--- src/rtl/iobuf_ctrl_pkg.sv ---
// Shared types and arbitration helper for the bidirectional buffer direction controller.
// Latency: n/a (types and a pure function).
// Backpressure: n/a.
package iobuf_ctrl_pkg;

    localparam int CNT_W = 8;

    typedef enum logic [1:0] {
        IDLE    = 2'd0,
        DRIVE_A = 2'd1,
        DRIVE_B = 2'd2,
        TURN    = 2'd3
    } state_e;

    typedef enum logic {
        SIDE_A = 1'b0,
        SIDE_B = 1'b1
    } side_e;

    // Round-robin pick used both from IDLE and at the end of a turnaround.
    function automatic state_e arb_pick(input logic ra, input logic rb, input side_e ptr);
        state_e pick;
        pick = IDLE;
        if (ra && rb) begin
            if (ptr == SIDE_A) pick = DRIVE_A;
            else               pick = DRIVE_B;
        end else if (ra) begin
            pick = DRIVE_A;
        end else if (rb) begin
            pick = DRIVE_B;
        end
        return pick;
    endfunction

endpackage

--- src/rtl/iobuf_turn_timer.sv ---
// Loadable down-counter that times the dead cycles between bus owners.
// Latency: zero flag reflects the registered count; load takes effect next cycle.
// Backpressure: none; saturates at zero while dec stays asserted.
module iobuf_turn_timer
    import iobuf_ctrl_pkg::*;
(
    input  logic             clk,
    input  logic             rst_n,
    input  logic             load,
    input  logic [CNT_W-1:0] load_val,
    input  logic             dec,
    output logic             zero
);

    logic [CNT_W-1:0] cnt;

    always_ff @(posedge clk or negedge rst_n) begin
        if (!rst_n) begin
            cnt <= '0;
        end else if (load) begin
            cnt <= load_val;
        end else if (dec && (cnt != '0)) begin
            cnt <= cnt - 1'b1;
        end
    end

    assign zero = (cnt == '0);

endmodule

--- src/rtl/iobuf_dir_ctrl.sv ---
// Round-robin direction controller for a shared A/B tristate buffer pair with dead-time turnaround.
// Latency: grant one edge after the request is sampled; release one edge after req drops.
// Backpressure: losing side waits; owner is preempted after MAX_HOLD contended cycles.
module iobuf_dir_ctrl
    import iobuf_ctrl_pkg::*;
#(
    parameter int TURN_CYCLES = 2,
    parameter int MAX_HOLD    = 16
) (
    input  logic clk,
    input  logic rst_n,
    input  logic req_a,
    input  logic req_b,
    output logic gnt_a,
    output logic gnt_b,
    output logic oe_a,
    output logic oe_b,
    output logic dir,
    output logic busy
);

    localparam logic [CNT_W-1:0] TURN_LOAD = CNT_W'(TURN_CYCLES - 1);
    localparam logic [CNT_W-1:0] HOLD_LAST = CNT_W'(MAX_HOLD - 1);
    localparam logic             HOLD_EN   = (MAX_HOLD != 0);

    state_e           state, state_nxt;
    side_e            ptr;
    logic [CNT_W-1:0] hold_cnt;
    logic             other_req;
    logic             in_drive;
    logic             preempt;
    logic             turn_load;
    logic             turn_zero;

    assign in_drive  = (state == DRIVE_A) || (state == DRIVE_B);
    assign other_req = (state == DRIVE_A) ? req_b : req_a;
    // hold_cnt counts contended edges already seen; this edge would make it MAX_HOLD.
    assign preempt   = HOLD_EN && in_drive && other_req && (hold_cnt == HOLD_LAST);

    always_comb begin
        state_nxt = state;
        unique case (state)
            IDLE:    state_nxt = arb_pick(req_a, req_b, ptr);
            DRIVE_A: if (!req_a || preempt) state_nxt = TURN;
            DRIVE_B: if (!req_b || preempt) state_nxt = TURN;
            TURN:    if (turn_zero) state_nxt = arb_pick(req_a, req_b, ptr);
            default: state_nxt = IDLE;
        endcase
    end

    assign turn_load = (state_nxt == TURN) && (state != TURN);

    iobuf_turn_timer u_turn_timer (
        .clk      (clk),
        .rst_n    (rst_n),
        .load     (turn_load),
        .load_val (TURN_LOAD),
        .dec      (state == TURN),
        .zero     (turn_zero)
    );

    always_ff @(posedge clk or negedge rst_n) begin
        if (!rst_n) begin
            state    <= IDLE;
            ptr      <= SIDE_A;
            dir      <= 1'b0;
            hold_cnt <= '0;
        end else begin
            state <= state_nxt;
            if (state_nxt == DRIVE_A) begin
                dir <= 1'b1;
                ptr <= SIDE_B;
            end else if (state_nxt == DRIVE_B) begin
                dir <= 1'b0;
                ptr <= SIDE_A;
            end
            if (in_drive && (state_nxt == state) && other_req) begin
                if (hold_cnt != '1) hold_cnt <= hold_cnt + 1'b1;
            end else begin
                hold_cnt <= '0;
            end
        end
    end

    assign gnt_a = (state == DRIVE_A);
    assign gnt_b = (state == DRIVE_B);
    assign oe_a  = gnt_a;
    assign oe_b  = gnt_b;
    assign busy  = (state != IDLE);

endmodule

--- config.mk ---
export PLATFORM = sky130hd
export DESIGN_NAME = iobuf_dir_ctrl
export DESIGN_NICKNAME = d
export VERILOG_FILES = /design/src/rtl/iobuf_ctrl_pkg.sv /design/src/rtl/iobuf_turn_timer.sv /design/src/rtl/iobuf_dir_ctrl.sv
export SDC_FILE = /design/constraint.sdc
export NUM_CORES = 1
export LEC_CHECK = 0
export CAP_MARGIN = 25
export CORE_MARGIN = 5
export CORE_UTILIZATION = 55
export DETAILED_ROUTE_END_ITERATION = 6
export HOLD_SLACK_MARGIN = 0.1
export PLACE_DENSITY = 0.76
export SYNTH_ARGS = -nofsm -noshare
export SYNTH_HDL_FRONTEND = slang
export SYNTH_SLANG_ARGS = --single-unit
--- constraint.sdc ---
create_clock -name clk -period 2.9 [get_ports clk]
set_input_delay 0.58 -clock clk [delete_from_list [all_inputs] [get_ports clk]]
set_output_delay 0.58 -clock clk [all_outputs]
set_load 0.01 [all_outputs]
## Word-level counts from Yosys, hierarchy flattened

Cells that the tools add are included.

- Mux-type cells: 15
- Add/subtract/negate cells: 2
- Reduce and logical (&&, ||, !) cells: 18
- Equal/unequal tests: 11

Operators by type and width:

| kind | count |
|---|---|
| 8-bit 2-to-1 mux | 4 |
| 2-bit 2-to-1 mux | 7 |
| 8-bit by 1-bit adder with 8-bit output, second input constant | 1 |
| 2-bit == test, second input constant | 4 |
| 8-bit by 4-bit == test with 1-bit output, second input constant | 1 |
| 8-bit zero test | 1 |
| 8-bit inequality test, second input constant | 1 |
| 2-bit one-hot mux with 4 select lines | 1 |
| 8-bit nonzero test | 1 |
| 8-bit by 1-bit subtractor with 8-bit output, second input constant | 1 |
| 1-bit logical AND | 7 |
| 2-bit nonzero test | 3 |
| 2-bit by 1-bit == test with 1-bit output, second input constant | 2 |
| 1-bit logical OR | 3 |
| 1-bit 2-to-1 mux | 3 |
| 2-bit == test | 1 |
| 1-bit zero test | 2 |
| 2-bit zero test | 1 |
| 2-bit by 1-bit inequality test with 1-bit output, second input constant | 1 |
| 2-bit inequality test, second input constant | 1 |

- Input bits: 4
- Register bits after elaboration: 19

## Longest topological paths before layout

Gate-level depths: netlist of run 1.

- Depth in word-level cells: 11
- Gate-level depth with buffers: 12
- Mapped depth without buffers: 12

## Hierarchy

A second synthesis of run 1 with hierarchy kept.

- Cell total of the unflattened synthesis: 162
- Area, all modules: 1487.7 µm²

By module, submodules not included:

| module | instances | seq. area each (µm²) | area an instance (µm²) | cells an instance |
|---|---|---|---|---|
| iobuf_dir_ctrl | 1 | 275.3 | 959.7 | 104 |
| iobuf_turn_timer | 1 | 200.2 | 528.0 | 58 |

## Worst setup path after synthesis of run 1

Ideal clock, no wire load.

- Kind: reg2reg
- From: register state[1]
- To: register ptr
- Period minus slack after synthesis: 2.755 ns
- Required time: 2.775 ns
- Path slack: 0.145 ns
- Stages on the path, launching flop included: 10
- Data arrival time: 2.631 ns
- Library setup time: 0.125 ns
- Cell sequence: dfrtp_1 > inv_1 > ha_1 > mux2i_1 > o41ai_4 > a211oi_2 > nor2_1 > a221o_1 > ha_1 > mux2_2

- Cells in the longest elaborated chain, start to end: 9

Ends and longest elaborated chain:

| item | line | text |
|---|---|---|
| start, declared | iobuf_dir_ctrl.sv:26 | `state_e state, state_nxt;` |
| start signal, assigned | iobuf_dir_ctrl.sv:69 | `state <= state_nxt;` |
| 2-bit by 1-bit == test with 1-bit output * | n/a |  |
| via gnt_a | iobuf_dir_ctrl.sv:14 | `output logic gnt_a,` |
| 1-bit 2-to-1 mux or 1-bit logical OR (tied branches) | iobuf_dir_ctrl.sv:36, iobuf_dir_ctrl.sv:35 |  |
| 1-bit logical AND (2 in series) | iobuf_dir_ctrl.sv:38 | `assign preempt = HOLD_EN && in_drive && other_req && (hold_cnt == HOLD_LAST);` |
| 1-bit logical OR, on equally long branches | iobuf_dir_ctrl.sv:45, iobuf_dir_ctrl.sv:44 |  |
| 2-bit 2-to-1 mux, on equally long branches | iobuf_dir_ctrl.sv:45, iobuf_dir_ctrl.sv:44 |  |
| 2-bit one-hot mux with 4 select lines * | iobuf_dir_ctrl.sv:42 | `unique case (state)` |
| via state_nxt[0] | iobuf_dir_ctrl.sv:26 |  |
| 2-bit by 1-bit == test with 1-bit output or 2-bit == test (tied branches) | iobuf_dir_ctrl.sv:70, iobuf_dir_ctrl.sv:73 |  |
| 1-bit 2-to-1 mux or 2-bit nonzero test (tied branches) | n/a |  |
| end signal, assigned | iobuf_dir_ctrl.sv:65 | `ptr <= SIDE_A;` |
| end signal, assigned | iobuf_dir_ctrl.sv:72 | `ptr <= SIDE_B;` |
| end signal, assigned | iobuf_dir_ctrl.sv:75 | `ptr <= SIDE_A;` |
| end, declared | iobuf_dir_ctrl.sv:27 | `side_e ptr;` |

Mark *: on every way through the listed nets, which the timed path passes. The rest lies on a longest branch.
A chain may end at the register's enable or synchronous reset.

## Final worst setup path of run 1

- From: register state[1]
- To: register u_turn_timer.cnt[6]

- Cells in the longest elaborated chain, start to end: 10

Ends and longest elaborated chain:

| item | line | text |
|---|---|---|
| 2-bit by 1-bit == test with 1-bit output or 2-bit == test (tied branches) | iobuf_dir_ctrl.sv:35, iobuf_dir_ctrl.sv:36, iobuf_dir_ctrl.sv:42 |  |
| 1-bit 2-to-1 mux or 1-bit logical OR (tied branches) | iobuf_dir_ctrl.sv:36, iobuf_dir_ctrl.sv:35 |  |
| 1-bit logical AND (2 in series) | iobuf_dir_ctrl.sv:38 |  |
| 1-bit logical OR, on equally long branches | iobuf_dir_ctrl.sv:45, iobuf_dir_ctrl.sv:44 |  |
| 2-bit 2-to-1 mux, on equally long branches | iobuf_dir_ctrl.sv:45, iobuf_dir_ctrl.sv:44 |  |
| 2-bit one-hot mux with 4 select lines * | iobuf_dir_ctrl.sv:42 |  |
| via state_nxt[0] | iobuf_dir_ctrl.sv:26 |  |
| 2-bit == test * | iobuf_dir_ctrl.sv:51 | `assign turn_load = (state_nxt == TURN) && (state != TURN);` |
| 1-bit logical AND * | iobuf_dir_ctrl.sv:51 |  |
| 8-bit 2-to-1 mux or 2-bit nonzero test (tied branches) | n/a |  |
| end signal, assigned | iobuf_turn_timer.sv:21 | `cnt <= load_val;` |
| end signal, assigned | iobuf_turn_timer.sv:23 | `cnt <= cnt - 1'b1;` |
| end, declared | iobuf_turn_timer.sv:15 | `logic [CNT_W-1:0] cnt;` |

Marks and branches as above.

==> results of run 1 <==
## how the worst max path moves through the flow
stage and endpoint:
2_1_floorplan ptr, 5_1_grt u_turn_timer.cnt[3], 3_3_place_gp ptr, 3_5_place_dp u_turn_timer.cnt[6]
6_report u_turn_timer.cnt[6], 4_1_cts u_turn_timer.cnt[6]
## registers in the layout, indices dropped and copies added (netlist names)
register          flops
hold_cnt              8
ptr                   1
state                 2
u_turn_timer.cnt      8
## report_power, final
group	leakage [nW]	total, mW	internal, mW	switching, mW
combinational	0.391	0.844	0.379	0.465
clock	0.0177	0.137	0.0514	0.0857
sequential	0.252	0.404	0.325	0.0786
total	0.660	1.38	0.756	0.629
## cells by family after synthesis
logic type / after synthesis / share of synthesized area (%)
xor gates and xnor gates: 6 / 3.90
adders and majority gates: 10 / 9.28
buffers and inverters: 13 / 4.17
AOI/OAI and AO/OA: 30 / 18.5
muxes: 5 / 4.08
DFF: 19 / 35.3
and+or+nand+nor: 58 / 24.9
## metrics by stage
step,TNS [ps],instances
2_1_floorplan,0,141
3_3_place_gp,0,187
3_5_place_dp,-27.3,187
4_1_cts,0,191
5_1_grt,0,191
6_report,0,191
## worst reg2reg max path, stage by stage, from the launching register on
cell      delay, ps
dfrtp_1         400
inv_1           190
ha_1            230
mux2i_1         370
o41ai_4         130
a211oi_2        300
nor2_1           70
a221o_1         310
ha_1            220
nor2b_1         150
nor2_1          120
o21ai_0         100
o21ai_0          80
## Yosys cell counts
master / number / share of area [%]
mux2_2: 1 / 0.83
dfrtp_1: 19 / 35
and3_1: 1 / 0.46
a211oi_4: 1 / 1.5
nor2b_1: 1 / 0.46
a21oi_1: 5 / 1.9
nand2b_1: 2 / 0.93
nand3b_1: 1 / 0.56
nand4_1: 3 / 1.4
xor2_1: 1 / 0.65
a31oi_1: 2 / 0.93
o21ai_1: 1 / 0.37
a221o_1: 1 / 0.74
nor3_1: 5 / 1.9
o41ai_4: 2 / 4.1
a311oi_1: 1 / 0.65
mux2i_2: 1 / 1.0
o41ai_1: 1 / 0.65
a21boi_2: 1 / 0.83
nor4b_2: 1 / 1.1
or4b_4: 1 / 1.0
a211oi_2: 1 / 0.93
o31ai_1: 1 / 0.56
nand3_1: 8 / 3.0
and4_2: 1 / 0.74
a21boi_0: 1 / 0.56
ha_1: 10 / 9.3
xnor2_1: 5 / 3.2
or4_4: 1 / 0.83
nor4_1: 10 / 4.6
inv_1: 11 / 3.1
buf_4: 2 / 1.1
or3_1: 1 / 0.46
nand2_1: 6 / 1.7
nor2_1: 12 / 3.3
nor3_2: 1 / 0.74
and2b_2: 1 / 0.65
mux2i_1: 3 / 2.2
a211oi_1: 1 / 0.56
a21o_1: 1 / 0.56
or4_1: 1 / 0.56
o21ai_0: 10 / 3.7
or2_2: 1 / 0.46
## routing by layer
layer | global-route usage (%) | wire length (um)
met5 | 0 | 0
met4 | 7.28 | 47
met3 | 2.83 | 91
met2 | 32.0 | 1440
met1 | 22.3 | 1290
## layout make-up
| class | instances | area share [%] |
|---|---|---|
| clock inverters | 1 | 0.321 |
| inverters | 11 | 2.65 |
| flip-flops and latches | 19 | 30.6 |
| repair buffers | 18 | 10.1 |
| multi-input cells | 109 | 52.4 |
| clock buffers | 3 | 1.45 |
| well taps | 30 | 2.41 |
## repair_timing
item,in CTS,in global routing
setup endpoints to repair,0,2
resized for setup,0,2
hold buffers,0,0
==> flow_metrics.py, run 1 <==
metrics = {
    "synth": {
        "ys_seq_area_share_pct": 35.3,
        "syn_inst": 141,
        "syn-num-nets": 155,
        "yosysWarnings": 0,
        "synth.avg_cell_area_um2": 9.57,
        "synth_cell_type_count": 43,
        "syn_area_mm2": 0.00135,
        "ys_ff_latch": 19,
    },
    "worst_setup_path": {
        "r2r_setup_slack_ps": 150,
        "slowest_stage": "dfrtp_1",
        "critPathMaxFanout": 7,
        "reg2reg_depth": 12,
        "reg2reg_to": "u_turn_timer.cnt[6]",
        "reg2reg_from": "state[1]",
        "cp.arrival_ps": 2970,
        "worstSetupPathType": "flop to flop",
        "cp_top_family": "compound AO/OA/AOI/OAI gates",
        "critical_path.cell_chain": "inv_1 -> ha_1 -> mux2i_1 -> o41ai_4 -> a211oi_2 -> nor2_1 -> a221o_1 -> ha_1 -> nor2b_1 -> nor2_1 -> o21ai_0 -> o21ai_0",
        "crit_buf_inv": 1,
        "startpoint_type": "flop",
        "cp.required_ps": 3120,
        "critPathLaunch": "state[1]",
        "worstSetupPathDepth": 12,
        "cp-end-kind": "flop",
        "critPathMaxStageDelay_ps": 400,
    },
    "power_and_ir_drop": {
        "p_per_area_mw_per_mm2": 889,
        "vdd_ir_drop_max_mv": 0.544,
        "p_leak_nw": 0.660,
        "fin_total_pwr_mw": 1.38,
    },
    "detailed_routing": {
        "routed_wl_mm": 2.87,
        "route.detailed.drc": 0,
        "wl_per_cell_um": 15.0,
        "vias": 1139,
        "vias_per_cell": 5.96,
        "drt.antenna.violating_nets": 0,
        "dr.pass1.iters": 6,
        "drtIter0Drc": 100,
    },
    "global_route": {
        "grt_pass1_vias": 1135,
        "grt_max_degree": 20,
        "antenna_found_initial": 0,
        "track_usage_pct": 18.3,
        "grt_pass1_wl_mm": 4.97,
        "grt_overflow_total": 0,
    },
    "min_path": {
        "min_from": "u_turn_timer.cnt[0]",
        "whs_path_depth": 1,
        "holdPathEnd": "u_turn_timer.cnt[0]",
        "min_path_type": "flop to flop",
    },
    "final_layout": {
        "syn2layout_area_growth_pct": 15.5,
        "fin_nets": 176,
        "postLayoutCellArea_mm2": 0.00156,
        "num-fill-cells": 185,
        "final_core_util_pct": 64.6,
        "multi_input_area_um2": 817,
        "regArea_um2": 477,
        "antenna_cells": 0,
        "layout-drive-gt1-share_pct": 17.4,
        "layout_common_cells": "dfrtp_1 (18), nor2_1 (12), inv_1 (11), nor4_1 (10), ha_1 (10)",
        "layout_commonest_cell": "dfrtp_1",
    },
    "clocking": {
        "path_clk_slew_ps": 110,
        "cts_tree": "done",
        "numCtsBuffers": 3,
        "cts-htree-levels": 1,
        "cts_buffer_depth": 2,
        "cts_sinks": 19,
        "clock_latency_ps": 300,
        "cts.root.buffer_cell": "clkbuf_4",
        "postCtsSetupRepairBufs": 0,
    },
    "floorplanning": {
        "die_x_um": 59.5,
        "dieArea_mm2": 0.00354,
        "initial_core_util_pct": 56.0,
        "fp-row-count": 18,
        "die_h_um": 59.5,
        "core_area_mm2": 0.00241,
        "io_pins": 10,
    },
    "flow_run": {
        "maxCapViolCount": 0,
    },
    "sta": {
        "fin_worst_skew_ps": 7.30,
        "worst_slack_ps": 152,
        "holdWs_ps": 541,
        "final_max_slew_viol_count": 0,
        "period_share_pct": 94.8,
        "period_minus_slack_ps": 2750,
        "tightest_slew_ps": 834,
        "fmax_mhz": 364,
        "setup_viol": 0,
        "grt_setup_unrepaired": "no",
        "finalHoldViolations": 0,
        "relSlewSlack_pct": 44.2,
    },
    "placed_design": {
        "io_buffers": 9,
        "place.detailed.hpwl_mm": 2.24,
        "place.gp.congestion": 0.891,
        "place_worst_setup_slack_ps": -20.6,
        "place_area_mm2": 0.00153,
    },
    "status": {
        "status": "completed",
    },
}
No activity file was read; power rests on OpenSTA's default activity.
==> inputs of run 2 (changes only) <==
- CORE_MARGIN: 5 -> default
==> flow_metrics.py, run 2 (synthesis gave the netlist of run 1 again) <==
metrics = {
    "final_layout": {
        "postLayoutCellArea_mm2": 0.00156,
        "antenna_cells": 0,
        "layout_commonest_cell": "dfrtp_1",
        "fin_nets": 176,
        "largestRegisters": "hold_cnt (8), u_turn_timer.cnt (8), state (2)",
        "layout_common_cells": "dfrtp_1 (18), nor2_1 (12), inv_1 (11), nor4_1 (10), ha_1 (10)",
        "syn2layout_area_growth_pct": 15.5,
        "instances_no_fill": 189,
        "layout-drive-gt1-share_pct": 17.4,
    },
    "floorplanning": {
        "initial_core_util_pct": 59.8,
        "die_h_um": 51.5,
        "dieArea_mm2": 0.00265,
        "core_area_mm2": 0.00225,
        "die_x_um": 51.5,
        "fp-row-count": 17,
        "io_pins": 10,
    },
    "sta": {
        "relSlewSlack_pct": 43.7,
        "final_max_slew_viol_count": 0,
        "finalHoldViolations": 0,
        "fmax_mhz": 368,
        "grt_setup_unrepaired": "no",
        "tightest_slew_ps": 841,
        "tns_ps": 0,
        "fin_worst_skew_ps": 8.00,
        "period_share_pct": 93.7,
        "period_minus_slack_ps": 2720,
        "setup_viol": 0,
    },
    "worst_setup_path": {
        "cp.arrival_ps": 2920,
        "crit_buf_inv": 2,
        "slowest_stage": "dfrtp_1",
        "critPathMaxStageDelay_ps": 450,
        "cp_top_family": "compound AO/OA/AOI/OAI gates",
        "cp.required_ps": 3100,
        "cp-end-kind": "flop",
        "startpoint_type": "flop",
        "critical_path.cell_chain": "inv_1 -> ha_1 -> nor4b_2 -> a21oi_1 -> a211oi_2 -> nor2_1 -> a221o_1 -> ha_1 -> nor2b_1 -> buf_4 -> nor3_1 -> a21oi_1",
        "critPathMaxFanout": 5,
        "worstSetupPathType": "flop to flop",
    },
    "global_route": {
        "antenna_found_initial": 0,
        "grt_overflow_total": 0,
        "grt_pass1_wl_mm": 4.60,
        "grt_pass1_vias": 1055,
        "grt_max_degree": 20,
        "track_usage_pct": 23.4,
    },
    "detailed_routing": {
        "vias_per_cell": 5.99,
        "vias": 1132,
        "dr.pass1.iters": 4,
        "drtIter0Drc": 38,
        "routed_wl_mm": 2.82,
        "wl_per_cell_um": 14.9,
        "route.detailed.drc": 0,
        "drt.antenna.violating_nets": 0,
    },
    "clocking": {
        "clock_latency_ps": 310,
        "cts_sinks": 19,
        "cts_tree": "done",
        "cts_resized": 0,
        "cts-htree-levels": 1,
        "cts_buffer_depth": 2,
        "cts.root.buffer_cell": "clkbuf_4",
        "path_clk_slew_ps": 120,
        "postCtsSetupRepairBufs": 0,
        "hold_buffers": 0,
        "numCtsBuffers": 3,
    },
    "power_and_ir_drop": {
        "clockPowerShare_pct": 10.2,
        "seqPwrFrac_pct": 28.7,
        "combPwrFrac_pct": 61.1,
        "p_per_area_mw_per_mm2": 907,
        "p_leak_nw": 0.656,
        "p_sw_uw": 640,
        "p_int_uw": 773,
        "vdd_ir_drop_max_mv": 0.857,
        "fin_total_pwr_mw": 1.41,
        "swShare_pct": 45.3,
    },
    "placed_design": {
        "place.gp.congestion": 0.827,
        "io_buffers": 9,
        "place.detailed.hpwl_mm": 2.15,
        "dp.cells": 185,
        "place_area_mm2": 0.00153,
    },
    "flow_run": {
        "maxCapViolCount": 0,
    },
    "status": {
        "status": "completed",
    },
    "min_path": {
        "min_path_type": "flop to flop",
    },
}
## run 2: cell count changes in the layout (fill, tap and decap cells not counted)
cell	change
clkinv_2	-1
clkinvlp_4	+1
## run 2: worst reg2reg max path: stages, from the launching register on
cell	delay, ps
dfrtp_1	450
inv_1	110
ha_1	180
nor4b_2	380
a21oi_1	150
a211oi_2	260
nor2_1	60
a221o_1	300
ha_1	230
nor2b_1	140
buf_4	160
nor3_1	130
a21oi_1	60
## run 2: final timing paths
path | cells past startpoint | slack [ps] | start | endpoint
max in group asynchronous | 1 | 1590 | rst_n | state[0]
worst max register to register | 12 | 180 | u_turn_timer.cnt[0] | u_turn_timer.cnt[0]
worst max-delay path | 12 | 180 | u_turn_timer.cnt[0] | u_turn_timer.cnt[0]
min in group asynchronous | 1 | 730 | rst_n | hold_cnt[0]
worst min-delay path | 1 | 560 | ptr | ptr
worst min register to register | 1 | 560 | ptr | ptr
## run 2: power by group through the flow
stage | logic, mW | registers (mW) | clock network (mW)
after floorplan | 0.573 | 0.396 | 0
after global placement | 0.842 | 0.402 | 0
after detailed placement | 0.854 | 0.406 | 0
after CTS | 0.857 | 0.402 | 0.149
after global routing | 0.938 | 0.414 | 0.158
final | 0.863 | 0.405 | 0.145
## run 2: layout make-up
cell class              count  area (um^2)
inverters                  11         41.3
clock buffers               3         22.5
clock inverters             1         7.51
well taps                  28         35.0
fillers                   160          697
repair buffers             18          158
flip-flops and latches     19          477
multi-input cells         109          817
## run 2: layer usage
layer | vias up | GRT usage (%) | part of all wire [%]
met2 | 38 | 40.7 | 50
met3 | 6 | 2.63 | 4.0
met1 | 526 | 30.4 | 44
met5 | - | 0 | 0
li1 | 562 | - | -
met4 | 0 | 7.21 | 1.3
## run 2: per-stage QoR
step | setup slack, ps | util (%) | hold slack [ps]
3_5_place_dp | -156 | 67.7 | 536
4_1_cts | 159 | 69.0 | 561
5_1_grt | 31.5 | 69.1 | 585
3_3_place_gp | -9.58 | 67.7 | 534
6_report | 183 | 69.1 | 562
2_1_floorplan | 145 | - | 284
==> edit 1, RTL diff (config.mk and constraints of run 1) <==
The 4 states of `state_e` get a one-hot encoding in 4 bits.
--- a/src/rtl/iobuf_ctrl_pkg.sv
+++ b/src/rtl/iobuf_ctrl_pkg.sv
@@ -7,7 +7,7 @@
 
-    typedef enum logic [1:0] {
-        IDLE    = 2'd0,
-        DRIVE_A = 2'd1,
-        DRIVE_B = 2'd2,
-        TURN    = 2'd3
+    typedef enum logic [3:0] {
+        IDLE    = 4'b0001,
+        DRIVE_A = 4'b0010,
+        DRIVE_B = 4'b0100,
+        TURN    = 4'b1000
     } state_e;
Function: no difference found for any inputs over 10 cycles, from zero or initial values and one cycle with rst_n low; not proved beyond that.
==> edit 1 against run 1 <==
Sequential share of layout area increased by 6.9 points. Maximum frequency increased by 5.5%. Wire length decreased by 8.5%. Synthesized cell count decreased by 2.1%. Combinational power decreased by 36%. Critical path depth decreased by 10. First-iteration DRC count decreased by 63%. Clock power increased by 4%. Design area decreased by 9.7%. Register-to-register slack improved by 860 ps. Power decreased by 14%. Worst setup slack improved by 140 ps. Area after synthesis decreased by 5.1%. Sequential cell count increased by 2. Largest cell class unchanged.
==> edit 1: results (changes against run 1) <==
Post-synth top cells dfrtp_1, nor2_1, o21ai_0, xor2_1, inv_1; Clock Path Buffers 2 (unchanged); first-pass GRT wire length 4530 um (-8.9%); Post-synth EDFFs 0 (unchanged); initial antenna violation count 0 (unchanged); drt first pass iters 4 (-2); vias in the first global route 1007 (-11%); Clk Latency, worst-skew pair 300 ps (about the same); Num CTS Buffers 3 (unchanged); clock root buffer clkbuf_4; vias 1071 (-6.0%); Synth cell types 43 (unchanged); Peak VDD IR 0.000550 V (+1.1%); worst min-delay path class flip-flop to flip-flop; DRT iter0 DRCs 37 (-63%); pin count of the biggest net entering global routing 16 (-20%); post-CTS setup buffers 0 (unchanged); clock input transition at the sequential cells of the worst setup and hold paths 110 ps (about the same); Worst-Margin Slew 686 ps (-149 ps); Main synth FF type dfrtp_1; layout cell share with drive strength beyond 1 8.97% (-8.4 points); H-tree depth 1 (unchanged); synth top area cells dfrtp_1, nor2_1, xor2_1; PortBufs 9 (unchanged); routed len/inst 15.2 um (+1.0%); Largest regs hold_cnt: 8 flops, u_turn_timer.cnt: 8 flops, state: 4 flops; sequential area share after synthesis 41.2% (+5.9 points); status complete, no violations; final weighted congestion in routability-driven placement 0.850 (-4.5%); leakage 0.600 nW (-9.1%); skew final 0.941 ps (-6.35 ps); number of antenna diodes 0 (unchanged); Worst EP arrival 2030 ps (-940 ps); dpl hpwl 1910 um (-15%); GR Util All Layers 17.3% (-1.0 points); async set-reset flop share out of synthesis 100% (unchanged); Syn. warnings 0 (unchanged); Max Fanout on Critical Path 11 (+4); Mapped Nets 145 (-6.5%)
[edit 1: metrics by stage]
step | instances | cell area [um2] | setup WS [ps] | total power, mW
finish | 173 | 1410 | 295 | 1.19
global placement | 169 | 1370 | 546 | 1.01
detailed placement | 169 | 1370 | 490 | 1.04
global route | 173 | 1410 | 234 | 1.29
CTS | 173 | 1400 | 190 | 1.18
floorplan | 138 | 1280 | 860 | 0.874
[edit 1: kinds of logic after synthesis]
group,synth area share (%)
adders and majority gates,2.93
and+or+nand+nor,27.2
xor gates and xnor gates,6.84
buffers and inverters,5.67
AOI/OAI and AO/OA,16.2
DFF,41.2
[edit 1: metal layers]
layer | wire length [um] | part of all wire (%) | track usage (%) | vias to the layer above
li1 | - | - | - | 520
met1 | 1180 | 45 | 21.8 | 506
met2 | 1260 | 48 | 28.7 | 38
met3 | 141 | 5.4 | 3.12 | 7
met4 | 53 | 2.0 | 7.62 | 0
met5 | 0 | 0 | 0 | -
[edit 1: worst paths after layout]
path                                            startpoint                         endpoint  slack [ps]  depth (start not counted)
setup / recovery                        state[1]$_DFF_PN0_                            gnt_a         290                          2
setup reg to reg                        state[0]$_DFF_PN1_                  ptr$_DFFE_PN0P_        1010                          5
hold reg to reg            u_turn_timer.cnt[1]$_DFFE_PN0P_  u_turn_timer.cnt[1]$_DFFE_PN0P_         560                          2
max in group asynchronous                            rst_n               state[0]$_DFF_PN1_        1580                          2
hold / removal             u_turn_timer.cnt[1]$_DFFE_PN0P_  u_turn_timer.cnt[1]$_DFFE_PN0P_         560                          2
min in group asynchronous                            rst_n  u_turn_timer.cnt[3]$_DFFE_PN0P_         680                          1
[edit 1: what timing repair did]
| item | 4_1_cts | 5_1_grt |
|---|---|---|
| resized for setup | 0 | 1 |
| hold buffers | 0 | 0 |
| endpoints found under the setup margin | 0 | 2 |
[edit 1: final cells by class]
cell class	instances	area, um2
fill	184	806
multi-input combinational	102	687
sequential	21	527
timing repair buffer	11	105
tap	28	35.0
clock buffer	4	26.3
inverter	7	26.3
[edit 1: where the power goes]
| group | switching, mW | leakage, nW | internal (mW) | total [mW] |
|---|---|---|---|---|
| combinational | 0.278 | 0.306 | 0.264 | 0.543 |
| sequential | 0.126 | 0.280 | 0.376 | 0.502 |
| clock | 0.0882 | 0.0150 | 0.0536 | 0.142 |
| total | 0.492 | 0.600 | 0.694 | 1.19 |
[edit 1: worst max-delay path, stage by stage (launching register included)]
cell and delay, ps:
dfrtp_1 580, nor4b_1 500, clkdlybuf4s50_1 640
==> edit 2, RTL diff (flow settings as in run 1) <==
Made on the original files. Set the package constant `CNT_W` to 7 (it was 8).
--- a/src/rtl/iobuf_ctrl_pkg.sv
+++ b/src/rtl/iobuf_ctrl_pkg.sv
@@ -5,3 +5,3 @@
 
-    localparam int CNT_W = 8;
+    localparam int CNT_W = 7;
 
Behaviour: same outputs for any inputs over 10 cycles, from zero or initial values and one cycle with rst_n low; that may be too few to reach the edited logic, so the function may still have changed.
==> edit 2 against run 1 <==
Design area shrank 13%. Largest power group unchanged. Non-clock buffer count down 5. Sequential cell count is 2 lower. Power increased by 1.9%. Largest cell class unchanged. Area after synthesis down 10%. Synthesized cell count decreased by 9.9%. Wire length down 14%. Final cell count down 13%. Worst setup slack better by 74 ps.
==> edit 2: results (changes against run 1) <==
status complete, no violations; leakage 0.606 nW (-8.3%); Largest regs hold_cnt: 7 flops, u_turn_timer.cnt: 7 flops, state: 2 flops; GR Util All Layers 16.7% (-1.6 points); Peak VDD IR 0.000729 V (+34%); Critical path origin state[0]$_DFF_PN0_; skew final 2.67 ps (-4.62 ps); WL met3 60 um (-34%); # nets final 154 (-13%); DRT iter0 DRCs 43 (-57%); final weighted congestion in routability-driven placement 0.828 (-7.0%); Cell Count Post-Placement 163 (-13%); Mapped Nets 141 (-9.0%); Synth cell types 45 (+4.7%); vias 993 (-13%); overall routed net length 2470 um (-14%); FILL cells 178 (-3.8%); Max Fanout on Critical Path 6 (-1); Worst path max stage delay 470 ps (+70 ps); end of the critical path u_turn_timer.cnt[2]$_DFFE_PN0P_; worst rel slew slack 48.6% (+4.4 points); Placed Area 1330 um2 (-13%); met1 wire length 1090 um (-15%); layout cell share with drive strength beyond 1 12.9% (-4.4 points); met2 WL 1260 um (-13%); sequential area share after synthesis 35.1% (-0.16 points); routed len/inst 14.8 um (-1.5%); Post-synth top cells dfrtp_1, ha_1, inv_1, nor2_1, nor3_1; Gate Count Post-Synth 127 (-9.9%); first-pass GRT wire length 4360 um (-12%); synth top area cells dfrtp_1, ha_1, nor3_1; CP top delay family simple AND/OR/NAND/NOR gates; dpl hpwl 1850 um (-17%); Worst EP arrival 2850 ps (-120 ps); pin count of the biggest net entering global routing 18 (-10%); vias in the first global route 972 (-14%); post-place setup slack 7.25 ps (+27.8 ps); drt first pass iters 4 (-2); Final WS setup 226 ps (+74.5 ps)
edit 2: repair_timing:
action | 4_1_cts | 5_1_grt
endpoints found under the setup margin | 0 | 2
setup buffers | 0 | 0
resized for setup | 0 | 1
edit 2: routing by layer:
layer  up-vias  GRT usage [%]
met1       483           20.8
met4         0           4.97
met3         8           2.94
li1        487              -
met2        15           29.5
met5         -              0
edit 2: per-stage QoR:
step	util, %	hold slack (ps)
after floorplan	-	284
after global placement	62.0	510
after detailed placement	62.0	522
after CTS	63.2	533
after global routing	63.3	579
final	63.3	537
edit 2: logic make-up (layout without fill, tap and decap cells):
| group | count (synthesis) | count (layout) | share of synthesized area [%] |
|---|---|---|---|
| AO/OA/AOI/OAI | 25 | 25 | 16.8 |
| XOR/XNOR | 6 | 6 | 4.33 |
| adder cells (fa/ha/maj) | 10 | 10 | 10.3 |
| buffers and inverters | 15 | 27 | 6.09 |
| flip-flops | 17 | 17 | 35.1 |
| multiplexers | 4 | 4 | 3.41 |
| AND/OR/NAND/NOR | 50 | 50 | 23.9 |
edit 2: final cells by class:
cell class / count / area share, %
Tap cell: 28 / 2.58
Clock buffer: 4 / 1.93
Multi-Input combinational cell: 95 / 52.6
Timing Repair Buffer: 13 / 8.83
Sequential cell: 17 / 31.3
Inverter: 10 / 2.76
edit 2: report_power, final:
part	total, mW	internal, mW	switching [mW]	leakage [nW]
registers	0.384	0.302	0.0820	0.226
clock network	0.130	0.0536	0.0765	0.0150
logic	0.898	0.415	0.482	0.365
edit 2: how the worst min path moves through the flow:
stage	start	endpoint	slack (ps)
floorplan	rst_n	hold_cnt[0]$_DFFE_PN0P_	280
global route	u_turn_timer.cnt[0]$_DFFE_PN0P_	u_turn_timer.cnt[0]$_DFFE_PN0P_	580
global placement	u_turn_timer.cnt[0]$_DFFE_PN0P_	u_turn_timer.cnt[0]$_DFFE_PN0P_	510
detailed placement	u_turn_timer.cnt[0]$_DFFE_PN0P_	u_turn_timer.cnt[0]$_DFFE_PN0P_	520
finish	u_turn_timer.cnt[0]$_DFFE_PN0P_	u_turn_timer.cnt[0]$_DFFE_PN0P_	540
CTS	u_turn_timer.cnt[0]$_DFFE_PN0P_	u_turn_timer.cnt[0]$_DFFE_PN0P_	530
